[src/rtl/game_timer.sv]
// ----------------------------------------------------------------------------
// game_timer
//   Round countdown timer for the game state machine. A rising edge on
//   game_on loads START_MIN:START_SEC and counts down once per second as BCD
//   M:SS digits. Supports pause, bonus-time pickups and a sticky expiry flag.
//
// Ports
//   clk            system clock
//   resetN         asynchronous active-low reset
//   game_on        round active level (rising edge starts a round)
//   pause          level; freezes prescaler and digits while high
//   bonus_pulse    one-cycle pulse; adds BONUS_SEC (RUNNING only)
//   timer_ended    sticky expiry flag, set on the edge that reaches 0:00
//   minutes        BCD minutes digit
//   sec_tens       BCD tens-of-seconds digit (0..5)
//   sec_ones       BCD ones-of-seconds digit
//   one_sec_pulse  one-cycle pulse on every countdown decrement
//   warning        low-time indicator (RUNNING/PAUSED, total <= WARN_SEC)
// All outputs are registered.
// ----------------------------------------------------------------------------
module game_timer #(
   parameter int unsigned TICKS_PER_SEC = 31500000,
   parameter int unsigned START_MIN     = 3,
   parameter int unsigned START_SEC     = 0,
   parameter int unsigned BONUS_SEC     = 15,
   parameter int unsigned WARN_SEC      = 30
) (
   input  logic       clk,
   input  logic       resetN,
   input  logic       game_on,
   input  logic       pause,
   input  logic       bonus_pulse,
   output logic       timer_ended,
   output logic [3:0] minutes,
   output logic [3:0] sec_tens,
   output logic [3:0] sec_ones,
   output logic       one_sec_pulse,
   output logic       warning
);

   localparam int unsigned PW = (TICKS_PER_SEC > 1) ? $clog2(TICKS_PER_SEC) : 1;
   localparam logic [PW-1:0] PRE_LAST = PW'(TICKS_PER_SEC - 1);
   localparam logic [PW-1:0] PRE_ONE  = PW'(1);
   localparam logic [3:0]    START_M  = 4'(START_MIN);
   localparam logic [3:0]    START_T  = 4'(START_SEC / 10);
   localparam logic [3:0]    START_O  = 4'(START_SEC % 10);
   localparam logic [6:0]    BONUS7   = 7'(BONUS_SEC);

   typedef enum logic [1:0] {
      IDLE    = 2'd0,
      RUNNING = 2'd1,
      PAUSED  = 2'd2,
      EXPIRED = 2'd3
   } state_t;

   state_t        state_q, state_d;
   logic          game_on_q;
   logic [PW-1:0] pre_q, pre_d;
   logic [3:0]    min_q, min_d, tens_q, tens_d, ones_q, ones_d;
   logic          ended_q, ended_d;
   logic          pulse_q, pulse_d;
   logic          warn_q, warn_d;

   logic          start;
   logic          tick;
   logic [3:0]    dec_m, dec_t, dec_o;
   logic          dec_zero;
   logic [3:0]    cur_m, cur_t, cur_o;
   logic [6:0]    sec_sum, sec_adj;
   logic          sec_carry;
   logic [3:0]    bon_m, bon_t, bon_o;
   logic [31:0]   total_d;

   assign start = game_on & ~game_on_q;
   assign tick  = (pre_q == PRE_LAST);

   // ------------------------------------------------------------------------
   // One-second BCD decrement with borrow: ones 0->9 borrows from tens,
   // tens 0->5 borrows from minutes.
   // ------------------------------------------------------------------------
   always_comb begin
      dec_m = min_q;
      dec_t = tens_q;
      dec_o = ones_q;
      if (ones_q != 4'd0) begin
         dec_o = ones_q - 4'd1;
      end else begin
         dec_o = 4'd9;
         if (tens_q != 4'd0) begin
            dec_t = tens_q - 4'd1;
         end else begin
            dec_t = 4'd5;
            dec_m = min_q - 4'd1;
         end
      end
   end

   assign dec_zero = (dec_m == 4'd0) && (dec_t == 4'd0) && (dec_o == 4'd0);

   // Bonus is applied on top of this cycle's decrement, so a tick at 0:01
   // with a coinciding bonus lands on BONUS_SEC instead of expiring.
   assign cur_m = tick ? dec_m : min_q;
   assign cur_t = tick ? dec_t : tens_q;
   assign cur_o = tick ? dec_o : ones_q;

   // ------------------------------------------------------------------------
   // Bonus add: seconds in binary, wrap at 60 into minutes, saturate at 9:59.
   // ------------------------------------------------------------------------
   always_comb begin
      sec_sum   = 7'(cur_t) * 7'd10 + 7'(cur_o) + BONUS7;
      sec_carry = (sec_sum >= 7'd60);
      sec_adj   = sec_carry ? (sec_sum - 7'd60) : sec_sum;
      bon_m     = cur_m;
      bon_t     = 4'(sec_adj / 7'd10);
      bon_o     = 4'(sec_adj % 7'd10);
      if (sec_carry) begin
         if (cur_m >= 4'd9) begin
            bon_m = 4'd9;
            bon_t = 4'd5;
            bon_o = 4'd9;
         end else begin
            bon_m = cur_m + 4'd1;
         end
      end
   end

   // ------------------------------------------------------------------------
   // Next-state and datapath
   // ------------------------------------------------------------------------
   always_comb begin
      state_d = state_q;
      pre_d   = pre_q;
      min_d   = min_q;
      tens_d  = tens_q;
      ones_d  = ones_q;
      ended_d = ended_q;
      pulse_d = 1'b0;

      unique case (state_q)
         IDLE: begin
            if (start) begin
               state_d = RUNNING;
               pre_d   = '0;
               min_d   = START_M;
               tens_d  = START_T;
               ones_d  = START_O;
               ended_d = 1'b0;
            end
         end

         RUNNING: begin
            if (!game_on) begin
               // Round stopped elsewhere: freeze the display, drop any tick.
               state_d = IDLE;
            end else begin
               pre_d   = tick ? '0 : (pre_q + PRE_ONE);
               pulse_d = tick;
               if (bonus_pulse) begin
                  min_d  = bon_m;
                  tens_d = bon_t;
                  ones_d = bon_o;
               end else begin
                  min_d  = cur_m;
                  tens_d = cur_t;
                  ones_d = cur_o;
               end
               if (tick && dec_zero && !bonus_pulse) begin
                  state_d = EXPIRED;
                  ended_d = 1'b1;
               end else if (pause) begin
                  state_d = PAUSED;
               end
            end
         end

         PAUSED: begin
            if (!game_on) begin
               state_d = IDLE;
            end else if (!pause) begin
               state_d = RUNNING;
            end
         end

         EXPIRED: begin
            // game_on falling is ignored here; only a new start leaves.
            ended_d = 1'b1;
            min_d   = '0;
            tens_d  = '0;
            ones_d  = '0;
            if (start) begin
               state_d = RUNNING;
               pre_d   = '0;
               min_d   = START_M;
               tens_d  = START_T;
               ones_d  = START_O;
               ended_d = 1'b0;
            end
         end

         default: begin
            state_d = IDLE;
         end
      endcase
   end

   // Warning looks at the post-update value so it tracks the displayed digits.
   always_comb begin
      total_d = 32'(min_d) * 32'd60 + 32'(tens_d) * 32'd10 + 32'(ones_d);
      warn_d  = ((state_d == RUNNING) || (state_d == PAUSED)) &&
                (total_d <= WARN_SEC);
   end

   // ------------------------------------------------------------------------
   // Registers
   // ------------------------------------------------------------------------
   always_ff @(posedge clk or negedge resetN) begin
      if (!resetN) begin
         state_q   <= IDLE;
         game_on_q <= 1'b0;
         pre_q     <= '0;
         min_q     <= START_M;
         tens_q    <= START_T;
         ones_q    <= START_O;
         ended_q   <= 1'b0;
         pulse_q   <= 1'b0;
         warn_q    <= 1'b0;
      end else begin
         state_q   <= state_d;
         game_on_q <= game_on;
         pre_q     <= pre_d;
         min_q     <= min_d;
         tens_q    <= tens_d;
         ones_q    <= ones_d;
         ended_q   <= ended_d;
         pulse_q   <= pulse_d;
         warn_q    <= warn_d;
      end
   end

   assign timer_ended   = ended_q;
   assign minutes       = min_q;
   assign sec_tens      = tens_q;
   assign sec_ones      = ones_q;
   assign one_sec_pulse = pulse_q;
   assign warning       = warn_q;

endmodule

[config.mk]
export PLATFORM = sky130hd
export DESIGN_NAME = game_timer
export DESIGN_NICKNAME = d
export VERILOG_FILES = /design/src/rtl/game_timer.sv
export SDC_FILE = /design/constraint.sdc
export NUM_CORES = 1
export LEC_CHECK = 0
export ABC_CLOCK_PERIOD_IN_PS = 11700
export CAP_MARGIN = 20
export CORE_ASPECT_RATIO = 2
export CORE_MARGIN = 2
export CORE_UTILIZATION = 50
export DETAILED_ROUTE_END_ITERATION = 10
export PLACE_DENSITY = 0.68
export SLEW_MARGIN = 20
export SYNTH_ARGS = -nofsm -noshare
export SYNTH_HDL_FRONTEND = slang
export SYNTH_SLANG_ARGS = --single-unit
[constraint.sdc]
create_clock -name clk -period 11.7 [get_ports clk]
set_input_delay 1.17 -clock clk [delete_from_list [all_inputs] [get_ports clk]]
set_output_delay 1.17 -clock clk [all_outputs]
set_load 0.05 [all_outputs]
# Word level (Yosys, flattened, before mapping)
# Index checks and enable logic that the tools add are counted.
# word_totals
output_inout_bits	15
elab_cells	103
reg_bits	43
# classes
mul	3
mux	46
bitwise_logic	2
n_lt_le_gt_ge	3
n_div	2
reduce_logical	18
n_addsub	10
eq_ne	10
# op_table
cell	n
4-bit two-way mux	23
25-bit two-way mux	3
25-bit case mux with 2 select lines	1
4-bit case mux with 3 select lines	3
25-bit by 1-bit adder with 25-bit output, second input constant	1
25-bit == test, second input constant	1
2-bit two-way mux	7
11-bit by 4-bit adder with 12-bit output	1
12-bit by 5-bit <= comparator with 1-bit output, second input constant	1
4-bit zero test	3
4-bit by 1-bit subtractor with 4-bit output, second input constant	3
10-bit by 8-bit adder with 11-bit output	1
4-bit by 4-bit multiplier with 8-bit output, second input constant	1
4-bit nonzero test	2
7-bit by 4-bit adder with 7-bit output	1
7-bit by 4-bit adder with 7-bit output, second input constant	1
7-bit by 4-bit divider with 7-bit output, second input constant	1
7-bit by 6-bit >= comparator with 1-bit output, second input constant	1
7-bit by 4-bit modulo with 7-bit output, second input constant	1
4-bit by 3-bit multiplier with 7-bit output, second input constant	1
7-bit two-way mux	1
7-bit by 6-bit subtractor with 7-bit output, second input constant	1
2-bit == test, second input constant	3
4-bit by 3-bit multiplier with 6-bit output, second input constant	1
other kinds (19)	31

# Longest topological paths before layout
# Gate-level depths: netlist (run 1).
# depth
ltp_word	20
depth_mapped	40
mapped_depth_nobuf	37

# Least setup slack after synthesis (run 1)
# Ideal clock, no wire load.
# synth_timing
path_type	flip-flop to flip-flop
from	register pre_q[0]
to	register warn_q, in the netlist warning
slack_ns	3.617
arrival_time_ns	7.958
setup_ns	0.125
stages_incl_launch_ff	35
period_less_slack_ns	8.083
path_cell_list	dfrtp_1 -> ha_1 -> nand4_1 -> nor4_2 -> nand2_1 -> clkbuf_1 -> nor2_1 -> mux2i_1 -> xnor2_1 -> ha_1 -> inv_1 -> fa_1 -> nand3b_1 -> o22ai_1 -> xnor2_1 -> nor3_4 -> or2_1 -> buf_2 -> o21ai_0 -> nor3_1 -> o31a_1 -> o21ai_0 -> inv_1 -> fa_1 -> inv_1 -> fa_1 -> ha_1 -> a21o_1 -> a21oi_1 -> xnor2_1 -> ha_1 -> ha_1 -> nor4_1 -> nand3_1 -> a2111oi_0
# synth_via
elab_cells_between_ends	43
cone_classes	6 x add/sub; 3 x mul; 2 x div; 3 x order compare; 3 x eq/ne; 22 x mux; 4 x reduce/logical
# synth_rtl
item	line_no	source
start, declared	58	logic [PW-1:0] pre_q, pre_d;
start signal, assigned	230	pre_q <= pre_d;
25-bit == test (*)	75	assign tick = (pre_q == PRE_LAST);
4-bit two-way mux	103	assign cur_t = tick ? dec_t : tens_q;
4-bit by 3-bit multiplier with 6-bit output	110	sec_sum = 7'(cur_t) * 7'd10 + 7'(cur_o) + BONUS7;
7-bit by 4-bit adder with 7-bit output (2 in series)	110	
7-bit by 6-bit >= comparator with 1-bit output	111	sec_carry = (sec_sum >= 7'd60);
4-bit two-way mux	116	if (sec_carry) begin
4-bit two-way mux (*)	158	if (bonus_pulse) begin
4-bit two-way mux (*)	152	if (!game_on) begin
4-bit case mux with 3 select lines (*)	139	unique case (state_q)
net min_d[0]	59	logic [3:0] min_q, min_d, tens_q, tens_d, ones_q, ones_d;
4-bit by 4-bit multiplier with 8-bit output (*)	208	total_d = 32'(min_d) * 32'd60 + 32'(tens_d) * 32'd10 + 32'(ones_d);
10-bit by 8-bit adder with 11-bit output (*)	208	
11-bit by 4-bit adder with 12-bit output (*)	208	
12-bit by 5-bit <= comparator with 1-bit output (*)	210	(total_d <= WARN_SEC);
1-bit logical AND (*)	209	warn_d = ((state_d == RUNNING) || (state_d == PAUSED)) &&
net warn_d	62	logic warn_q, warn_d;
end signal, assigned	236	warn_q <= warn_d;
end, declared	62	
# Mark *: on every way through the listed nets, which the timed path passes. The rest lies on a longest branch.
# A chain may end at the register's enable or synchronous reset.

# Worst setup path in the final report (run 1)
# Same ends and word-level chain as after synthesis.

==> metrics.md, run 1 <==
| Metric | Value |
|---|---|
| Setup violations, final | 0 |
| Area of the multi-input gates | 0.00335 mm^2 |
| Htree depth | 2 |
| Commonest cells post-synth | nand2_1 (54), nor2_1 (53), ha_1 (49), a21oi_1 (43), inv_1 (43) |
| Drt total wl | 12.5 mm |
| Vias | 4458 |
| CP max FO | 16 |
| Clock Skews | 0.00387 ns |
| DR vias/cell | 6.41 |
| Share of post-route cells with drive strength above 1 | 5.24% |
| Post-cts sizing count | 0 |
| Num rows | 50 |
| Slowest cell on the critical path | ha_1 |
| Startpoint Class | flip-flop |
| Fin nets | 656 |
| Most frequent CP cell | ha_1 |
| Synthesized Nets | 652 |
| Hpwl dp | 10.0 mm |
| ANT nets after route | 0 |
| Fin crit period | 9.45 ns |
| Util after Layout | 54.6% |
| Crit path required time | 11.86 ns |
| Clk slew on worst S/H paths | 0.06 ns |
| Worst Hold Class | reg -> reg |
| Yosys reg bits | 43 |
| R2R Setup Slk | 2.25 ns |
| Mapped Cells | 587 |
| Synthesized area per cell | 8.00 um^2 |
| GP Congestion | 0.981 |
| Synth Flop Type | dfrtp_1 |
| Final hold viol count | 0 |
| Count of input and output buffers | 19 |
| Status | finished, final reports clean |
| Core area | 0.00926 mm^2 |
| Synthesized area | 0.00470 mm^2 |
| Ys async rst share | 100% |
| Fill cell count | 883 |
| Peak Freq | 106 MHz |
| GRT Overall Usage | 25.2% |
| Largest area contributor in the netlist | dfrtp_1 |
| Pin count of the biggest net entering global routing | 44 |
| Crit. End Element | flip-flop |
| Slew Limit Headroom | 40.2% |
| CTS Hold Bufs | 0 |
| Avg WL per Cell | 17.9 um |
| Synth warn | 0 |
| Post-CTS Setup Bufs | 0 |
| CTS Buf Count | 5 |
| Clock Sinks | 43 |
| Most numerous cell in the Yosys netlist | nand2_1 |
| Tcrit/Tclk final | 80.7% |
| Critical path class | reg -> reg |
| DRC Markers | 0 |
| RSZ-0062 raised after global routing | false |
| P&R area growth vs syn | 7.65% |
| Total gr overflow | 0 |
| Die X | 72.5 um |
| CTS Root Cell | clkbuf_16 |
| Initial antenna violation count | 0 |
| Crit-path max cell delay | 0.59 ns |
| Clock Path Buffers | 2 |
| Boundary Pins | 20 |
| Setup TNS | 0 ns |
| Post-synth top area share | 21.8% |
| Seq/Total Area, Yosys | 23.0% |
| EDFF count, synth | 0 |
| FF/Latch Area | 0.00108 mm^2 |
| Die area | 0.0102 mm^2 |
| Initial Utilization | 50.7% |
| Actual slew at the worst max-slew pin | 0.892 ns |
| Max Cap Viol | 0 |
| DR pass1 iterations | 5 |
| N_diodes | 0 |
| Largest cells by area after synthesis | dfrtp_1 (22%), ha_1 (13%), fa_1 (4.7%), a21oi_1 (4.6%), o21ai_0 (4.5%) |
| Yosys cell types | 70 |
| Data arrival, critical path | 9.61 ns |
| Vias in the first global route | 4417 |
| Die Height | 141 um |
| CTS tree | yes |
| First-pass GRT wire length | 20.7 mm |
| Worst-Skew Late Latency | 0.29 ns |
| Final Max Slew Viols | 0 |
| Iter 0 DRT Violations | 243 |
metal layers:
metal  GRT usage, %  wire [um]  up-vias  share of wire, %
met4           11.5        565        0               4.5
met2           47.4       6860      149                55
li1               -          -     2126                 -
met1           27.6       4650     2143                37
met3           1.72        398       40               3.2
met5              0          0        -                 0
placed cells by master, fill, tap and decap left out, types with 4 or more instances in the layout:
cell / instances
or3_1: 8
and3_1: 5
nand4_1: 13
a21oi_1: 43
a211oi_1: 4
nand2_1: 54
clkdlybuf4s50_1: 18
dfrtp_1: 41
ha_1: 49
xnor2_1: 15
o21a_1: 4
xor2_1: 19
nor2_1: 53
a21o_1: 9
or4_1: 4
nor3_1: 14
inv_1: 43
nand3_1: 28
or2_2: 7
clkbuf_16: 5
o21ai_0: 42
fa_1: 11
nor4_1: 5
nor2b_1: 6
a31oi_1: 4
and2_1: 5
o211ai_1: 12
area by class of cell:
type	instances	share of cell area (%)
multi-input cells	478	66.2
flip-flops and latches	43	21.3
repair buffers	20	3.86
inverters	43	3.19
well taps	104	2.57
clock buffers	6	2.55
clock inverters	2	0.247
cell families after synthesis:
kind of cell,after synthesis,share of synthesized area (%)
AOI/OAI and AO/OA,157,21.8
buffers and inverters,66,5.73
muxes,4,0.879
and+or+nand+nor,223,24.5
adders and majority gates,60,17.7
DFF,43,23.0
xor gates and xnor gates,34,6.34
registers in the layout, summed over array words and instances (netlist names):
name           count
game_on_q          1
minutes            4
one_sec_pulse      1
pre_q             25
sec_ones           4
sec_tens           4
state_q            2
timer_ended        1
warning            1
critical path, delay by kind of cell, from the launching register on:
family                     cells  cell delay (ns)
DFF                            1             0.42
and+or+nand+nor               11             2.43
buffers and inverters          4             0.29
AOI/OAI and AO/OA              6             1.73
xor gates and xnor gates       3             0.84
adders and majority gates     10             3.61
final timing paths:
check,cells after the start,to,startpoint
worst max-delay path,34,warning$_DFF_PN0_,pre_q[0]$_DFFE_PN0P_
worst min-delay path,2,timer_ended$_DFFE_PN0P_,timer_ended$_DFFE_PN0P_
worst max register to register,34,warning$_DFF_PN0_,pre_q[0]$_DFFE_PN0P_
worst min register to register,2,timer_ended$_DFFE_PN0P_,timer_ended$_DFFE_PN0P_
max in group asynchronous,1,sec_ones[1]$_DFF_PN0_,resetN
min in group asynchronous,1,pre_q[22]$_DFFE_PN0P_,resetN
through the flow:
step	setup WS [ns]	hold slack, ns	std cells	instance area (um^2)
floorplan	3.62	0.475	587	4700
global placement	2.55	0.472	688	4910
detailed placement	2.29	0.477	688	4910
CTS	2.26	0.503	696	5050
global route	1.25	0.548	696	5060
finish	2.25	0.497	696	5060
Power of run 1 is not shown: default switching activity piles up to over one toggle a cycle in this logic, so the estimate is an artifact.
==> inputs of run 2 (changes only) <==
Settings changed: ABC_CLOCK_PERIOD_IN_PS 11700 to 8720.
Clock period 11.7 ns to 8.72 ns, I/O delays scaled along.
==> run 2 against run 1 <==
Net effect:
- final cell count rose by 2.7%
- count of clock-buffer cells in the layout fell by 1
- worst setup slack got worse by 1.8 ns
- worst hold slack got worse by 0.00086 ns
- die area did not move
- via count rose by 2.7%
- fmax rose by 14%
- clock skew rose by 0.00086 ns
==> metrics.md, run 2 (synthesis results as in run 1) <==
| Metric | Value |
|---|---|
| Data arrival, critical path | 8.47 ns (-1.14 ns) |
| DR pass1 iterations | 5 (unchanged) |
| HP Start | timer_ended$_DFFE_PN0P_ |
| Iter 0 DRT Violations | 174 (-28%) |
| Crit-path max cell delay | 0.60 ns (about the same) |
| Status | finished, final reports clean |
| Num rows | 50 (unchanged) |
| Peak Freq | 120 MHz (+14%) |
| Max Cap Viol | 0 (unchanged) |
| Die area | 0.0102 mm^2 (unchanged) |
| RR Startpoint | pre_q[0]$_DFFE_PN0P_ |
| Total gr overflow | 0 (unchanged) |
| N_diodes | 0 (unchanged) |
| CTS Hold Bufs | 0 (unchanged) |
| DRC Markers | 0 (unchanged) |
| Boundary Pins | 20 (unchanged) |
| Final Max Slew Viols | 0 (unchanged) |
| CTS Root Cell | clkbuf_16 |
| FF-to-FF End | warning$_DFF_PN0_ |
| Final hold slack | 0.496 ns (-0.000859 ns) |
| R2R Setup Slk | 0.41 ns (-1.84 ns) |
| Util after Layout | 57.3% (+2.7 points) |
| GP Congestion | 1.02 (+3.5%) |
| Die Height | 141 um (unchanged) |
| Core area | 0.00926 mm^2 (unchanged) |
| Most frequent CP cell | ha_1 |
| CTS tree | yes |
| Register with the highest flop count | pre_q |
| ANT nets after route | 0 (unchanged) |
| CTS Buf Count | 5 (unchanged) |
| Startpoint Class | flip-flop |
| Clock Path Buffers | 2 (unchanged) |
| Tcrit/Tclk final | 95.3% (+15 points) |
| Setup slack at placement | 0.0719 ns (-2.22 ns) |
| Pin count of the biggest net entering global routing | 44 (unchanged) |
| Slew Limit Headroom | 55.8% (+16 points) |
| Drt total wl | 13.3 mm (+6.5%) |
| Commonest non-fill, non-tap cell in the layout | nand2_1 |
| Share of post-route cells with drive strength above 1 | 10.1% (+4.9 points) |
| Fin nets | 675 (+2.9%) |
| Avg WL per Cell | 18.6 um (+3.7%) |
| Count of input and output buffers | 19 (unchanged) |
| Fin crit period | 8.31 ns (-1.14 ns) |
| DR vias/cell | 6.40 (about the same) |
| Slowest cell on the critical path | or4_1 |
| P&R area growth vs syn | 12.9% |
| Worst r2r path cells | 33 (-2.9%) |
| Most frequent cells in the layout | nand2_1 (53), nor2_1 (52), ha_1 (47) |
| Hpwl dp | 10.5 mm (+4.3%) |
| Worst hold path cell count | 2 (unchanged) |
| Setup violations, final | 0 (unchanged) |
| Vias in the first global route | 4594 (+4.0%) |
| Final hold viol count | 0 (unchanged) |
| Initial Utilization | 50.7% (unchanged) |
| Clock Sinks | 43 (unchanged) |
| Htree depth | 2 (unchanged) |
| Worst-Skew Late Latency | 0.29 ns (about the same) |
| GRT met3 Usage | 2.86% (+1.1 points) |
| Critical path class | reg -> reg |
| Vias | 4577 (+2.7%) |
| Worst Hold Class | reg -> reg |
| Hold endpoint | timer_ended$_DFFE_PN0P_ |
| First-pass GRT wire length | 21.5 mm (+4.1%) |
| Final setup margin | 0.412 ns (-1.84 ns) |
| GR Util met2 | 50.1% (+2.8 points) |
| CP max FO | 7 (-9) |
| Actual slew at the worst max-slew pin | 0.655 ns (-0.238 ns) |
| Crit path required time | 8.88 ns (-2.98 ns) |
| Die X | 72.5 um (unchanged) |
| Initial antenna violation count | 0 (unchanged) |
| Met1 Use GR | 26.7% (-0.93 points) |
| Max reg flops | 25 (unchanged) |
| Clk slew on worst S/H paths | 0.06 ns (about the same) |
| Clock Skews | 0.00473 ns (+0.000865 ns) |
| Busiest grt layer | met2 |
| GRT Overall Usage | 26.6% (+1.4 points) |
| Crit. End Element | flip-flop |
==> run 2: cell type report <==
type | count | area [um^2]
well taps | 104 | 130
multi-input cells | 478 | 3430
flip-flops and latches | 43 | 1080
fillers | 873 | 3960
inverters | 43 | 161
repair buffers | 39 | 338
clock inverters | 3 | 43.8
clock buffers | 5 | 125
==> run 2: through the flow <==
step / instances / TNS [ns] / area, um^2
final: 715 / 0 / 5300
after global placement: 705 / 0 / 5040
after CTS: 713 / 0 / 5210
after global routing: 715 / -0.0112 / 5300
after detailed placement: 705 / 0 / 5040
after floorplan: 587 / 0 / 4700
==> run 2: worst max path at each step <==
stage / start / endpoint / slack (ns) / cells after the start
floorplan: pre_q[0]$_DFFE_PN0P_ / warning$_DFF_PN0_ / 0.64 / 34
global placement: pre_q[0]$_DFFE_PN0P_ / warning$_DFF_PN0_ / 0.27 / 31
detailed placement: pre_q[0]$_DFFE_PN0P_ / warning$_DFF_PN0_ / 0.07 / 31
CTS: pre_q[0]$_DFFE_PN0P_ / warning$_DFF_PN0_ / 0.03 / 31
global route: pre_q[0]$_DFFE_PN0P_ / warning$_DFF_PN0_ / -0.01 / 30
finish: pre_q[0]$_DFFE_PN0P_ / warning$_DFF_PN0_ / 0.41 / 33
==> run 2: timing repair <==
action / in CTS / in global routing
setup endpoints to repair: 0 / 1
resized for setup: 0 / 20
setup buffers: 0 / 2
==> run 2: per-layer routing <==
layer / wire, um / share of wire (%)
met3: 466 / 3.5
met2: 7350 / 55
met4: 820 / 6.2
met5: 0 / 0
met1: 4640 / 35
==> run 2: worst max-delay path, delay by kind of cell (launching register included) <==
kind / cells / cell delay [ns]
AO/OA/AOI/OAI: 12 / 2.04
XOR/XNOR: 2 / 0.53
adder cells (fa/ha/maj): 8 / 2.33
buffers and inverters: 1 / 0.18
flip-flops: 1 / 0.41
AND/OR/NAND/NOR: 10 / 2.70
Power of run 2 is left out for the same reason.
==> inputs of run 3 (changes only) <==
Settings changed: ABC_CLOCK_PERIOD_IN_PS 8720 to 9650, SETUP_SLACK_MARGIN set to 0.1.
Clock period 8.72 ns to 9.65 ns, I/O delays scaled along.
==> run 3 against run 2 <==
Net effect:
- via count decreased by 2.6%
- first-iteration DRC count is 39% higher
- register-to-register slack better by 0.37 ns
- fmax down 6.4%
- die area stayed put
- final cell count is 1.7% lower
- design area decreased by 2.7%
- clock skew down 0.0018 ns
- wire length decreased by 7.3%
- worst hold slack gained 0.013 ns
- core utilization decreased by 1.6 points
==> metrics.md, run 3 (synthesis results as in run 1) <==
| Metric | Value |
|---|---|
| Status | finished, final reports clean |
| Total gr overflow | 0 (unchanged) |
| Initial Utilization | 50.7% (unchanged) |
| Crit path required time | 9.82 ns (+0.94 ns) |
| N_diodes | 0 (unchanged) |
| First-pass GRT wire length | 20.5 mm (-4.6%) |
| Setup violations, final | 0 (unchanged) |
| Hpwl dp | 9.65 mm (-8.0%) |
| Worst r2r path cells | 35 (+6.1%) |
| CTS Hold Bufs | 0 (unchanged) |
| Final Max Slew Viols | 0 (unchanged) |
| DR pass1 iterations | 4 (-1) |
| Slew Limit Headroom | 57.0% (+1.2 points) |
| Htree depth | 2 (unchanged) |
| Most frequent cells in the layout | nand2_1 (52), nor2_1 (52), ha_1 (48) |
| Slowest cell on the critical path | or4_1 |
| Fill cell count | 905 (+3.7%) |
| GP Congestion | 0.930 (-8.4%) |
| Core area | 0.00926 mm^2 (unchanged) |
| Cell total after placement | 690 (-2.1%) |
| Data arrival, critical path | 9.04 ns (+0.57 ns) |
| RR Startpoint | pre_q[0]$_DFFE_PN0P_ |
| FF-to-FF End | warning$_DFF_PN0_ |
| Count of input and output buffers | 19 (unchanged) |
| Non-Filler Instances | 703 (-1.7%) |
| CTS Root Cell | clkbuf_16 |
| Initial antenna violation count | 0 (unchanged) |
| Share of post-route cells with drive strength above 1 | 7.35% (-2.8 points) |
| Avg WL per Cell | 17.5 um (-5.7%) |
| Startpoint Class | flip-flop |
| Drt total wl | 12.3 mm (-7.3%) |
| Worst-Skew Late Latency | 0.29 ns (about the same) |
| Num rows | 50 (unchanged) |
| Crit. End Element | flip-flop |
| RSZ-0062 raised after global routing | false |
| Final hold viol count | 0 (unchanged) |
| Setup TNS | 0 ns (unchanged) |
| R2R Setup Slk | 0.78 ns (+0.37 ns) |
| Max reg flops | 25 (unchanged) |
| HP Start | timer_ended$_DFFE_PN0P_ |
| P&R area growth vs syn | 9.80% |
| Clk slew on worst S/H paths | 0.06 ns (about the same) |
| Pin count of the biggest net entering global routing | 44 (unchanged) |
| Crit-path max cell delay | 0.61 ns (about the same) |
| Max Cap Viol | 0 (unchanged) |
| DR vias/cell | 6.34 (-0.94%) |
| Clock Path Buffers | 2 (unchanged) |
| CTS tree | yes |
| Fin crit period | 8.87 ns (+0.565 ns) |
| CTS Buf Count | 5 (unchanged) |
| Clock Skews | 0.00289 ns (-0.00184 ns) |
| Most frequent CP cell | ha_1 |
| Register with the highest flop count | pre_q |
| Clock Sinks | 43 (unchanged) |
| Tcrit/Tclk final | 91.9% (-3.3 points) |
| Die area | 0.0102 mm^2 (unchanged) |
| CP max FO | 13 (+6) |
| Vias | 4458 (-2.6%) |
| DRC Markers | 0 (unchanged) |
| Worst hold path cell count | 2 (unchanged) |
| Actual slew at the worst max-slew pin | 0.637 ns (-0.0176 ns) |
| Die Height | 141 um (unchanged) |
| Critical path class | reg -> reg |
| CP Launch Point | pre_q[0]$_DFFE_PN0P_ |
| ANT nets after route | 0 (unchanged) |
| Vias in the first global route | 4487 (-2.3%) |
| Die X | 72.5 um (unchanged) |
| Peak Freq | 113 MHz (-6.4%) |
| Boundary Pins | 20 (unchanged) |
| GRT Overall Usage | 24.9% (-1.7 points) |
| Fin nets | 663 (-1.8%) |
| Hold endpoint | timer_ended$_DFFE_PN0P_ |
| Iter 0 DRT Violations | 241 (+39%) |
| Worst Hold Class | reg -> reg |
run 3: cell count changes in the layout (fill, tap and decap cells not counted), sizes merged:
cell	before	now
buf	21	9
bufinv	1	0
clkbuf	5	6
clkinv	2	1
clkinvlp	0	1
run 3: how the worst max path moves through the flow:
stage                              endpoint  cells after the start  slack (ns)
after floorplan           warning$_DFF_PN0_                     34        1.57
after global placement    warning$_DFF_PN0_                     32        1.06
after detailed placement  warning$_DFF_PN0_                     32        0.61
after CTS                 warning$_DFF_PN0_                     32        0.57
after global routing      warning$_DFF_PN0_                     35        0.08
final                     warning$_DFF_PN0_                     35        0.78
run 3: routing by layer:
metal | GRT usage (%) | share of wire, %
met1 | 27.7 | 38
met3 | 2.07 | 3.7
met2 | 45.8 | 55
met4 | 12.0 | 3.8
met5 | 0 | 0
run 3: critical path, delay by kind of cell (launching register included):
kind / cells / cell delay, ns
flops: 1 / 0.41
buf+inv: 2 / 0.30
compound gates: 11 / 2.22
fa+ha+maj: 10 / 2.92
simple gates: 11 / 2.73
xor+xnor: 1 / 0.18
run 3: area by class of cell:
| class | count | area [um^2] | share of cell area [%] |
|---|---|---|---|
| clock buffers | 6 | 129 | 2.50 |
| multi-input cells | 478 | 3400 | 65.9 |
| repair buffers | 27 | 248 | 4.80 |
| clock inverters | 2 | 12.5 | 0.243 |
| inverters | 43 | 161 | 3.13 |
| flip-flops and latches | 43 | 1080 | 20.9 |
| well taps | 104 | 130 | 2.52 |
run 3: repair_timing:
action	in CTS	in global routing
endpoints found under the setup margin	0	1
resized for setup	0	10
setup buffers	0	5
run 3: metrics by stage:
step | hold WS, ns | setup WS, ns | area, um^2 | util [%]
after detailed placement | 0.479 | 0.610 | 4930 | 53.2
final | 0.509 | 0.778 | 5160 | 55.7
after global routing | 0.530 | 0.0779 | 5160 | 55.7
after CTS | 0.506 | 0.568 | 5070 | 54.7
after global placement | 0.478 | 1.06 | 4930 | 53.2
after floorplan | 0.475 | 1.57 | 4700 | -
Power of run 3 is left out for the same reason.
